$ cat config.mk
export PLATFORM = sky130hd
export DESIGN_NAME = tc_digital_io_ctrl
export DESIGN_NICKNAME = d
export VERILOG_FILES = /design/src/rtl/tc_io_pkg.sv /design/src/rtl/tc_io_debounce.sv /design/src/rtl/tc_digital_io_ctrl.sv
export SDC_FILE = /design/constraint.sdc
export NUM_CORES = 1
export LEC_CHECK = 0
export BUFFER_PORTS_ARGS = -buffer_cell sky130_fd_sc_hd__buf_2
export CORE_MARGIN = 1
export CORE_UTILIZATION = 51
export CTS_CLUSTER_SIZE = 30
export DETAILED_ROUTE_END_ITERATION = 6
export PLACE_DENSITY = 0.7
export SKIP_CTS_REPAIR_TIMING = 1
export SLEW_MARGIN = 20
export SYNTH_ARGS = -nofsm -noshare
export SYNTH_HDL_FRONTEND = slang
export SYNTH_SLANG_ARGS = --single-unit
$ cat constraint.sdc
create_clock -name clk_i -period 2.04 [get_ports clk_i]
set_clock_uncertainty 0.1 [all_clocks]
set_input_delay 0.204 -clock clk_i [delete_from_list [all_inputs] [get_ports clk_i]]
set_output_delay 0.204 -clock clk_i [all_outputs]
set_load 0.05 [all_outputs]
$ cat src/rtl/tc_io_pkg.sv
// Shared types for the digital I/O controller.
//   lane_cfg_t   : per-lane pad configuration written through the config port.
//   lane_state_e : per-lane sequencing state (IDLE or TURN).
//   LaneCfgRst   : lane configuration after reset (high-Z, no pulls, no irq).
package tc_io_pkg;

  typedef struct packed {
    logic       out;
    logic       oe;
    logic [3:0] strength;
    logic       pu;
    logic       pd;
    logic       irq_rise_en;
    logic       irq_fall_en;
  } lane_cfg_t;

  typedef enum logic {
    IDLE = 1'b0,
    TURN = 1'b1
  } lane_state_e;

  localparam lane_cfg_t LaneCfgRst = '0;

endpackage

$ cat src/rtl/tc_io_debounce.sv
// Input conditioning for one pad lane: multi-flop synchroniser, debounce
// counter against a live threshold, stable level and one-cycle edge pulses.
// Ports:
//   clk_i, rst_i : clock, synchronous active-high reset
//   pad_i        : asynchronous pad input
//   thresh_i     : debounce threshold in cycles (sampled every cycle)
//   level_o      : debounced level
//   rise_o/fall_o: one-cycle pulse coincident with the first cycle of a new level
module tc_io_debounce #(
  parameter int unsigned SyncStages = 2,
  parameter int unsigned DebounceW  = 8
) (
  input  logic                 clk_i,
  input  logic                 rst_i,
  input  logic                 pad_i,
  input  logic [DebounceW-1:0] thresh_i,
  output logic                 level_o,
  output logic                 rise_o,
  output logic                 fall_o
);

  function automatic logic [DebounceW-1:0] sat_inc(input logic [DebounceW-1:0] v);
    return (&v) ? v : v + 1'b1;
  endfunction

  logic [SyncStages-1:0] sync_p0;
  logic                  sync;
  logic [DebounceW-1:0]  cnt_p1;
  logic                  stable_p1;
  logic                  rise_p1;
  logic                  fall_p1;
  logic                  flip;

  // Stage 0: synchroniser chain, oldest sample at the top bit
  always_ff @(posedge clk_i) begin
    if (rst_i) sync_p0 <= '0;
    else       sync_p0 <= {sync_p0[SyncStages-2:0], pad_i};
  end

  assign sync = sync_p0[SyncStages-1];

  // >= rather than == so a threshold lowered below the running count still
  // commits on the next mismatching cycle.
  assign flip = (sync != stable_p1) && (cnt_p1 >= thresh_i);

  // Stage 1: debounce counter, stable level and edge pulses
  always_ff @(posedge clk_i) begin
    if (rst_i) begin
      cnt_p1    <= '0;
      stable_p1 <= 1'b0;
      rise_p1   <= 1'b0;
      fall_p1   <= 1'b0;
    end else begin
      rise_p1 <= flip & sync;
      fall_p1 <= flip & ~sync;
      if (sync == stable_p1) begin
        cnt_p1 <= '0;
      end else if (flip) begin
        stable_p1 <= sync;
        cnt_p1    <= '0;
      end else begin
        cnt_p1 <= sat_inc(cnt_p1);
      end
    end
  end

  assign level_o = stable_p1;
  assign rise_o  = rise_p1;
  assign fall_o  = fall_p1;

endmodule

$ cat src/rtl/tc_digital_io_ctrl.sv
// Core-side controller for a bank of tc_digital_io pad cells.
// Ports:
//   clk_i, rst_i            : clock, synchronous active-high reset
//   cfg_valid_i/cfg_ready_o : lane config write handshake
//   cfg_idx_i, cfg_i        : target lane and new configuration
//   debounce_i              : global debounce threshold (cycles)
//   irq_clr_i               : per-lane sticky interrupt clear
//   level_o, rise_o, fall_o : debounced level and edge pulses
//   irq_o                   : sticky per-lane interrupt
//   pad_*_o                 : drive controls to the pads
//   pad_data_i              : asynchronous pad input (includes own-output loopback)
module tc_digital_io_ctrl
  import tc_io_pkg::*;
#(
  parameter  int unsigned NumIo      = 8,
  parameter  int unsigned SyncStages = 2,
  parameter  int unsigned DebounceW  = 8,
  parameter  int unsigned TurnCycles = 1,
  localparam int unsigned IdxW       = (NumIo > 1) ? $clog2(NumIo) : 1
) (
  input  logic                      clk_i,
  input  logic                      rst_i,
  input  logic                      cfg_valid_i,
  output logic                      cfg_ready_o,
  input  logic [IdxW-1:0]           cfg_idx_i,
  input  lane_cfg_t                 cfg_i,
  input  logic [DebounceW-1:0]      debounce_i,
  input  logic [NumIo-1:0]          irq_clr_i,
  output logic [NumIo-1:0]          level_o,
  output logic [NumIo-1:0]          rise_o,
  output logic [NumIo-1:0]          fall_o,
  output logic [NumIo-1:0]          irq_o,
  output logic [NumIo-1:0]          pad_data_o,
  output logic [NumIo-1:0]          pad_oe_no,
  output logic [NumIo-1:0][3:0]     pad_strength_o,
  output logic [NumIo-1:0]          pad_pu_o,
  output logic [NumIo-1:0]          pad_pd_o,
  input  logic [NumIo-1:0]          pad_data_i
);

  localparam int unsigned TcW = $clog2(TurnCycles + 1);

  lane_state_e    state_q [NumIo];
  lane_state_e    state_d [NumIo];
  logic [TcW-1:0] turn_q  [NumIo];
  logic [TcW-1:0] turn_d  [NumIo];
  lane_cfg_t      cfg_q   [NumIo];
  lane_cfg_t      cfg_d   [NumIo];
  logic           sel_idle;
  logic           wr;
  logic [NumIo-1:0] irq_set;
  logic [NumIo-1:0] irq_p2;

  // Out-of-range indices match no lane, so they are always ready and ignored.
  always_comb begin
    sel_idle = 1'b1;
    for (int i = 0; i < NumIo; i++) begin
      if (cfg_idx_i == IdxW'(i)) sel_idle = (state_q[i] == IDLE);
    end
  end

  assign cfg_ready_o = !rst_i && sel_idle;

  always_comb begin
    wr = 1'b0;
    for (int i = 0; i < NumIo; i++) begin
      state_d[i] = state_q[i];
      turn_d[i]  = turn_q[i];
      cfg_d[i]   = cfg_q[i];
      wr = cfg_valid_i && cfg_ready_o && (cfg_idx_i == IdxW'(i));
      unique case (state_q[i])
        IDLE: begin
          if (wr) begin
            cfg_d[i] = cfg_i;
            // Input -> output: hold high-Z so the external driver can let go.
            if (!cfg_q[i].oe && cfg_i.oe) begin
              state_d[i] = TURN;
              turn_d[i]  = TcW'(TurnCycles);
            end
          end
        end
        TURN: begin
          if (turn_q[i] <= TcW'(1)) begin
            state_d[i] = IDLE;
            turn_d[i]  = '0;
          end else begin
            turn_d[i] = turn_q[i] - TcW'(1);
          end
        end
        default: state_d[i] = IDLE;
      endcase
    end
  end

  // Stage 1: lane configuration and sequencing state
  always_ff @(posedge clk_i) begin
    for (int i = 0; i < NumIo; i++) begin
      if (rst_i) begin
        state_q[i] <= IDLE;
        turn_q[i]  <= '0;
        cfg_q[i]   <= LaneCfgRst;
      end else begin
        state_q[i] <= state_d[i];
        turn_q[i]  <= turn_d[i];
        cfg_q[i]   <= cfg_d[i];
      end
    end
  end

  genvar g;
  for (g = 0; g < NumIo; g++) begin : g_lane
    // Enabling only one of the pulls; both requested means neither.
    assign pad_data_o[g]     = cfg_q[g].out;
    assign pad_oe_no[g]      = !(cfg_q[g].oe && (state_q[g] == IDLE));
    assign pad_strength_o[g] = cfg_q[g].strength;
    assign pad_pu_o[g]       = cfg_q[g].pu & ~cfg_q[g].pd;
    assign pad_pd_o[g]       = cfg_q[g].pd & ~cfg_q[g].pu;

    tc_io_debounce #(
      .SyncStages(SyncStages),
      .DebounceW (DebounceW)
    ) u_debounce (
      .clk_i   (clk_i),
      .rst_i   (rst_i),
      .pad_i   (pad_data_i[g]),
      .thresh_i(debounce_i),
      .level_o (level_o[g]),
      .rise_o  (rise_o[g]),
      .fall_o  (fall_o[g])
    );

    assign irq_set[g] = (rise_o[g] & cfg_q[g].irq_rise_en) |
                        (fall_o[g] & cfg_q[g].irq_fall_en);
  end

  // Stage 2: sticky interrupts, set dominates clear
  always_ff @(posedge clk_i) begin
    if (rst_i) irq_p2 <= '0;
    else       irq_p2 <= (irq_p2 & ~irq_clr_i) | irq_set;
  end

  assign irq_o = irq_p2;

endmodule

# == After elaboration in Yosys (flattened, before gate mapping) ==
# Memory sizes are Yosys's and may differ from the RTL's.
# Cells that the tools add are included.
# word_totals
ff_bits,112
mem_bits_rw,96
n_memories,3
# mem_list
name,words,word_bits,rd,rd_ports_with_merged_regs,write_ports,line,source
cfg_q,8,10,8,0,8,tc_digital_io_ctrl.sv:47,lane_cfg_t cfg_q [NumIo];
state_q,8,1,8,0,8,tc_digital_io_ctrl.sv:43,lane_state_e state_q [NumIo];
turn_q,8,1,8,0,8,tc_digital_io_ctrl.sv:45,logic [TcW-1:0] turn_q [NumIo];
# classes
addsub,16
order_cmp,16
eq_ne,23
muxes,115
bitwise_logic,123
n_reduce_logical,76
# op_table
cell,count
two-way mux 10 bit,24
two-way mux 1 bit,75
"adder 8 x 1 -> 8 bit, second input constant",8
greater-or-equal comparator 8 bit,8
AND reduction 8 bit,8
AND 1 bit,48
inverter 1 bit,40
logical AND 1 bit,34
bitwise OR 1 bit,32
case mux 1 bit (2 select lines),16
OR reduction 3 bit,8
logical NOT 1 bit,17
AND reduction 2 bit,8
"== test 3 bit, second input constant",4
AND 8 bit,1
== test 1 bit,8
"less-or-equal comparator 1 bit, second input constant",8
!= test 1 bit,8
inverter 8 bit,1
bitwise OR 8 bit,1
"subtractor 1 bit, second input constant",8
"== test 3 x 2 -> 1 bit, second input constant",2
"== test 3 x 1 -> 1 bit, second input constant",1
logical NOT 3 bit,1

# == Depth between registers and ports, before layout ==
# depth
depth_word,15
ltp_mapped,7
mapped_depth_nobuf,7

# == By module ==
# A second synthesis with hierarchy kept.
# unflattened
cells_unflattened,1118
area_unflattened_um2,9838.2
# modules_own_cells
mod,n_inst,cells_each,area_each_um2
tc_io_debounce (g_lane[0].u_debounce ...),6,81,720.7
tc_digital_io_ctrl,1,466,4060.1
tc_io_debounce (g_lane[4].u_debounce ...),2,83,726.9

# == Worst setup path after synthesis ==
# No wires, ideal clock.
# synth_path
kind,input-to-output
startpoint,input cfg_idx_i[1]
endpoint,output cfg_ready_o
t_arrival_ps,1683
t_required_ps,1736
slack_ps,53
cell_stages,6
n_path_buf,1
cell_sequence,buf_2 -> mux2i_1 -> nor2_1 -> o22ai_1 -> o21ai_0 -> a21oi_1
# synth_between
elab_chain_len,10
elab_cells_between_ends,17
classes_between,eq/ne: 7; mux: 8; reduce/logical: 2
# synth_lines
item,line,source
"start, declared",tc_digital_io_ctrl.sv:25,"input logic [IdxW-1:0] cfg_idx_i,"
logical NOT 3 bit,tc_digital_io_ctrl.sv:58,if (cfg_idx_i == IdxW'(i)) sel_idle = (state_q[i] == IDLE);
two-way mux 1 bit (7 in series),tc_digital_io_ctrl.sv:58,
two-way mux 1 bit (*),tc_digital_io_ctrl.sv:58,
logical AND 1 bit (*),tc_digital_io_ctrl.sv:62,assign cfg_ready_o = !rst_i && sel_idle;
"end, declared",tc_digital_io_ctrl.sv:24,"output logic cfg_ready_o,"
# Every way passes the cells marked *; elsewhere a longest branch is shown, timed or not.

==> results by stage <==
STA:
- The highest attainable clock frequency is 0.4970 GHz.
- The final critical-path share of the clock period is 98.62%.
- The minimum hold slack is -11.68 ps.
- The transition at the pin with the smallest max-transition slack is 467.2 ps.
- The smallest clock period supported by the final layout is computed as 2012 ps.
- Setup repair after global routing could not meet its margin everywhere.
- Headroom to the max-slew limit came out at 68.57%.
- The final count of pins violating max slew is 0.
- The post-layout worst setup margin is between 20 and 30 ps.
- The total of endpoints with negative setup slack in the final report is 0.
- The hold violation count in the final report came to 1.

Cells and area:
- The post-route netlist has approximately a fifth of its cells at a drive strength greater than 1.
- Leaving out fill and tap cells, the most frequent cell in the layout is sky130_fd_sc_hd__dfxtp_1.
- The post-route cell area is 11200 µm².
- The layout net count is 1296.
- In the layout the commonest cells are 198 x sky130_fd_sc_hd__dfxtp_1, 147 x sky130_fd_sc_hd__nor2_1, 134 x sky130_fd_sc_hd__buf_2.
- The non-filler instance count after layout is between 1000 and 1500.
- The area growth from synthesis to layout is 16.13%.
- The antenna diode instance count is 0.

Die:
- The die span in x is 139.5 µm.
- The core region is 18270 µm².
- The total die area is 19460 µm².
- The count of pins on the block boundary is roughly 140.
- The initialized floorplan defines 49 standard-cell rows.
- The starting utilization of the core area is 52.78%.
- In this run the vertical extent of the chip is 139.5 µm.

Synthesis:
- Of all flip-flops after synthesis, the portion carrying an async set or reset was 0%.
- The net count after synthesis is 1171.
- The adder and majority cell fraction of the synthesized area is 9.342%.
- After synthesis, the largest family of logic cells by area is simple AND/OR/NAND/NOR gates.
- In the synthesized netlist the dominant register cell turns out to be sky130_fd_sc_hd__dfxtp_1.
- The synthesized design contains 0 enable-type register cells.
- In this run the mean area of a mapped cell was 9.106 µm².
- The warning count from the yosys run is 0.
- The synthesized netlist occupies a cell area of 9643 µm².
- The distinct cell type count after synthesis is 49.
- The synthesized instance count is 1059.
- The sequential share of the synthesized area is 41.52%.
- Measured against the total synthesized area, the mux share comes to around 8.5%.
- The number of synthesized register bits is 200.
- The synthesized netlist devotes ~8.9% of its cell area to compound gates.
- The post-synthesis xor/xnor area fraction is 2.543%.
- Of the total synthesized cell area, the portion taken by AND, OR, NAND and NOR gates is 21.14%.

Placed design:
- The global placement routability congestion is 0.8347.
- Timing analysis after detailed placement gives a worst setup slack of -247.8 ps.
- The cell total after placement is 1380.
- Detailed placement finished with a half-perimeter wire length of 15.41 mm.
- The standard cell area after detailed placement is between 10000 and 15000 µm².
- The count of buffers added on input and output ports is 136.

Global routing:
- The number of antenna violations at the first check in global routing is 0.
- The number of global-route vias before repair was slightly below 7000.
- Across every metal layer, demand over resource in global routing totals between 20% and 30%.
- Entering global routing, the biggest net connects 55 pins.
- The first-pass GRT wire length is 34.31 mm.
- The total global routing overflow is 0.

Flow run:
- The total of max-cap violations is 0.

Route:
- In this run the remaining antenna-violating nets after routing total 0.
- The final route contains about 7500 vias.
- Dividing the detail-routed wire length by the instance count gives 14.78 µm.
- The sum of routed wire length over all layers is 21.08 mm.
- In the routed design, unresolved DRC markers number 0.
- For this block, the initial DRC count from the detailed router was 438.
- The first detailed-routing pass took 5 iterations.
- The via count normalized by instance count is 5.276.

Pwr:
- The clock network accounts for between 40% and 50% of the total power.
- The power density over the cells is 689.6 nW/µm².
- Of the total power, combinational logic draws about 7.2%.
- The net switching power is 1.957 mW.
- Cell internal power was estimated by the tool at 5.765 mW.
- The part of the total power dissipated in sequential elements is 51.3%.
- The maximum VDD drop is between 0.6 and 0.7 mV.
- Net switching is 25.35% of the power.
- The analysis attributes to cell leakage a power of approximately 5.2 nW.

Clock network:
- The tree is rooted in a sky130_fd_sc_hd__clkbuf_16.
- The tree built by TritonCTS fans out to 200 sinks.
- The number of CTS-inserted buffers is 17.
- No sink is reached through more buffers than the 2 on the longest clock path.
- The H-tree was split into 4 levels.
- The CTS tree is yes.
- Clock-pin slew was measured on the worst setup and hold paths at around 70 ps.
- Clock latency on the worst-skew pair, taken at its later pin, is 440 ps.

Worst setup path:
- The critical path startpoint category is a flop.
- The data required time of the critical path is 1740 ps.
- The signal on the critical path passes through mux2i_1 > nor2_1 > o22ai_1 > o21ai_1 > a21oi_1 > buf_4.
- Along the worst path, the maximum fanout reaches 4.
- Data on the critical path arrives at its endpoint at 1710 ps.
- The critical-path cell with the highest stage delay is sky130_fd_sc_hd__dfxtp_2.
- The worst setup path is of the reg -> out kind.
- The endpoint class of the critical path is a primary output.
- The largest stage delay on the critical path is 340 ps.

Hold path:
- The worst hold path belongs to the class in -> reg.

Outcome:
- The checks that failed: hold timing.
- The flow ran to the end, but the final reports show violations.
-- registers in the layout, summed over array words and instances, names as in the netlist --
signal / cells
g_lane.u_debounce.fall_o: 8
irq_o: 8
g_lane.u_debounce.cnt_p1: 64
state_q: 8
cfg_q: 80
g_lane.u_debounce.level_o: 8
g_lane.u_debounce.rise_o: 8
g_lane.u_debounce.sync_p0: 16
-- final timing paths --
check	from	endpoint	slack [ps]	cells past startpoint
setup reg to reg	g_lane[6].u_debounce.cnt_p1[0]$_SDFFE_PP0N_	g_lane[6].u_debounce.level_o$_SDFFE_PP0P_	120	8
setup / recovery	state_q[0][3]$_SDFF_PP0_	cfg_ready_o	30	6
hold / removal	irq_clr_i[2]	irq_o[2]$_SDFF_PP0_	-10	4
hold reg to reg	state_q[1][2]$_SDFF_PP0_	state_q[1][2]$_SDFF_PP0_	340	1
-- through the flow --
step           setup TNS (ps)  power [mW]  util (%)
3_5_place_dp            -4055       4.587     57.21
4_1_cts                -74.28       7.773     60.29
5_1_grt                -70.95       8.030     61.29
3_3_place_gp           -906.7       4.578     57.21
6_report                    0       7.723     61.29
2_1_floorplan               0       4.399         -
-- critical path, delay by kind of cell (launching register included) --
kind | cells | cell delay, ps
compound gates | 3 | 500
simple gates | 1 | 60
flops | 1 | 340
buf+inv | 1 | 230
mux | 1 | 150
-- layer usage --
| metal | share of wire [%] | track usage (%) |
|---|---|---|
| met5 | 0 | 0 |
| met4 | 1.2 | 6.491 |
| met3 | 5.0 | 5.609 |
| met2 | 47 | 36.68 |
| met1 | 46 | 28.74 |
-- synthesized netlist by cell type (all sizes together), types with 10 or more instances --
cell    number  area share, %
and2        11           0.71
nor2       147            5.7
nand2       41            2.0
nor3        36            1.9
mux2i       82            8.5
nor2b       43            2.8
xor2        10           0.91
nand3       37            1.9
ha          72            9.3
a21oi       61            3.2
clkbuf      17           0.67
nand2b      21            1.4
dfxtp      200             42
a31oi       10           0.65
xnor2       18            1.6
and3        16            1.0
inv         35            1.4
buf         82            6.0
o21ai       42            2.3
-- area by class of cell --
type	count	area, µm²
Fill cell	1563	7072
Clock buffer	17	425.4
Clock inverter	15	136.4
Multi-Input combinational cell	725	4898
Tap cell	229	286.5
Sequential cell	200	4006
Inverter	35	131.4
Timing Repair Buffer	205	1314
-- cells by family after synthesis --
logic type / count (synthesis)
and+or+nand+nor: 399
DFF: 200
AOI/OAI and AO/OA: 144
buffers and inverters: 134
muxes: 82
adders and majority gates: 72
xor gates and xnor gates: 28
-- power groups by stage --
| stage | Clock [mW] | Sequential [mW] | Combinational (mW) |
|---|---|---|---|
| final | 3.20 | 3.97 | 0.556 |
| after CTS | 3.28 | 3.96 | 0.533 |
| after detailed placement | 0 | 4.06 | 0.531 |
| after global routing | 3.45 | 3.97 | 0.611 |
| after floorplan | 0 | 4.05 | 0.349 |
| after global placement | 0 | 4.05 | 0.523 |
(Power assumes the default switching activity.)
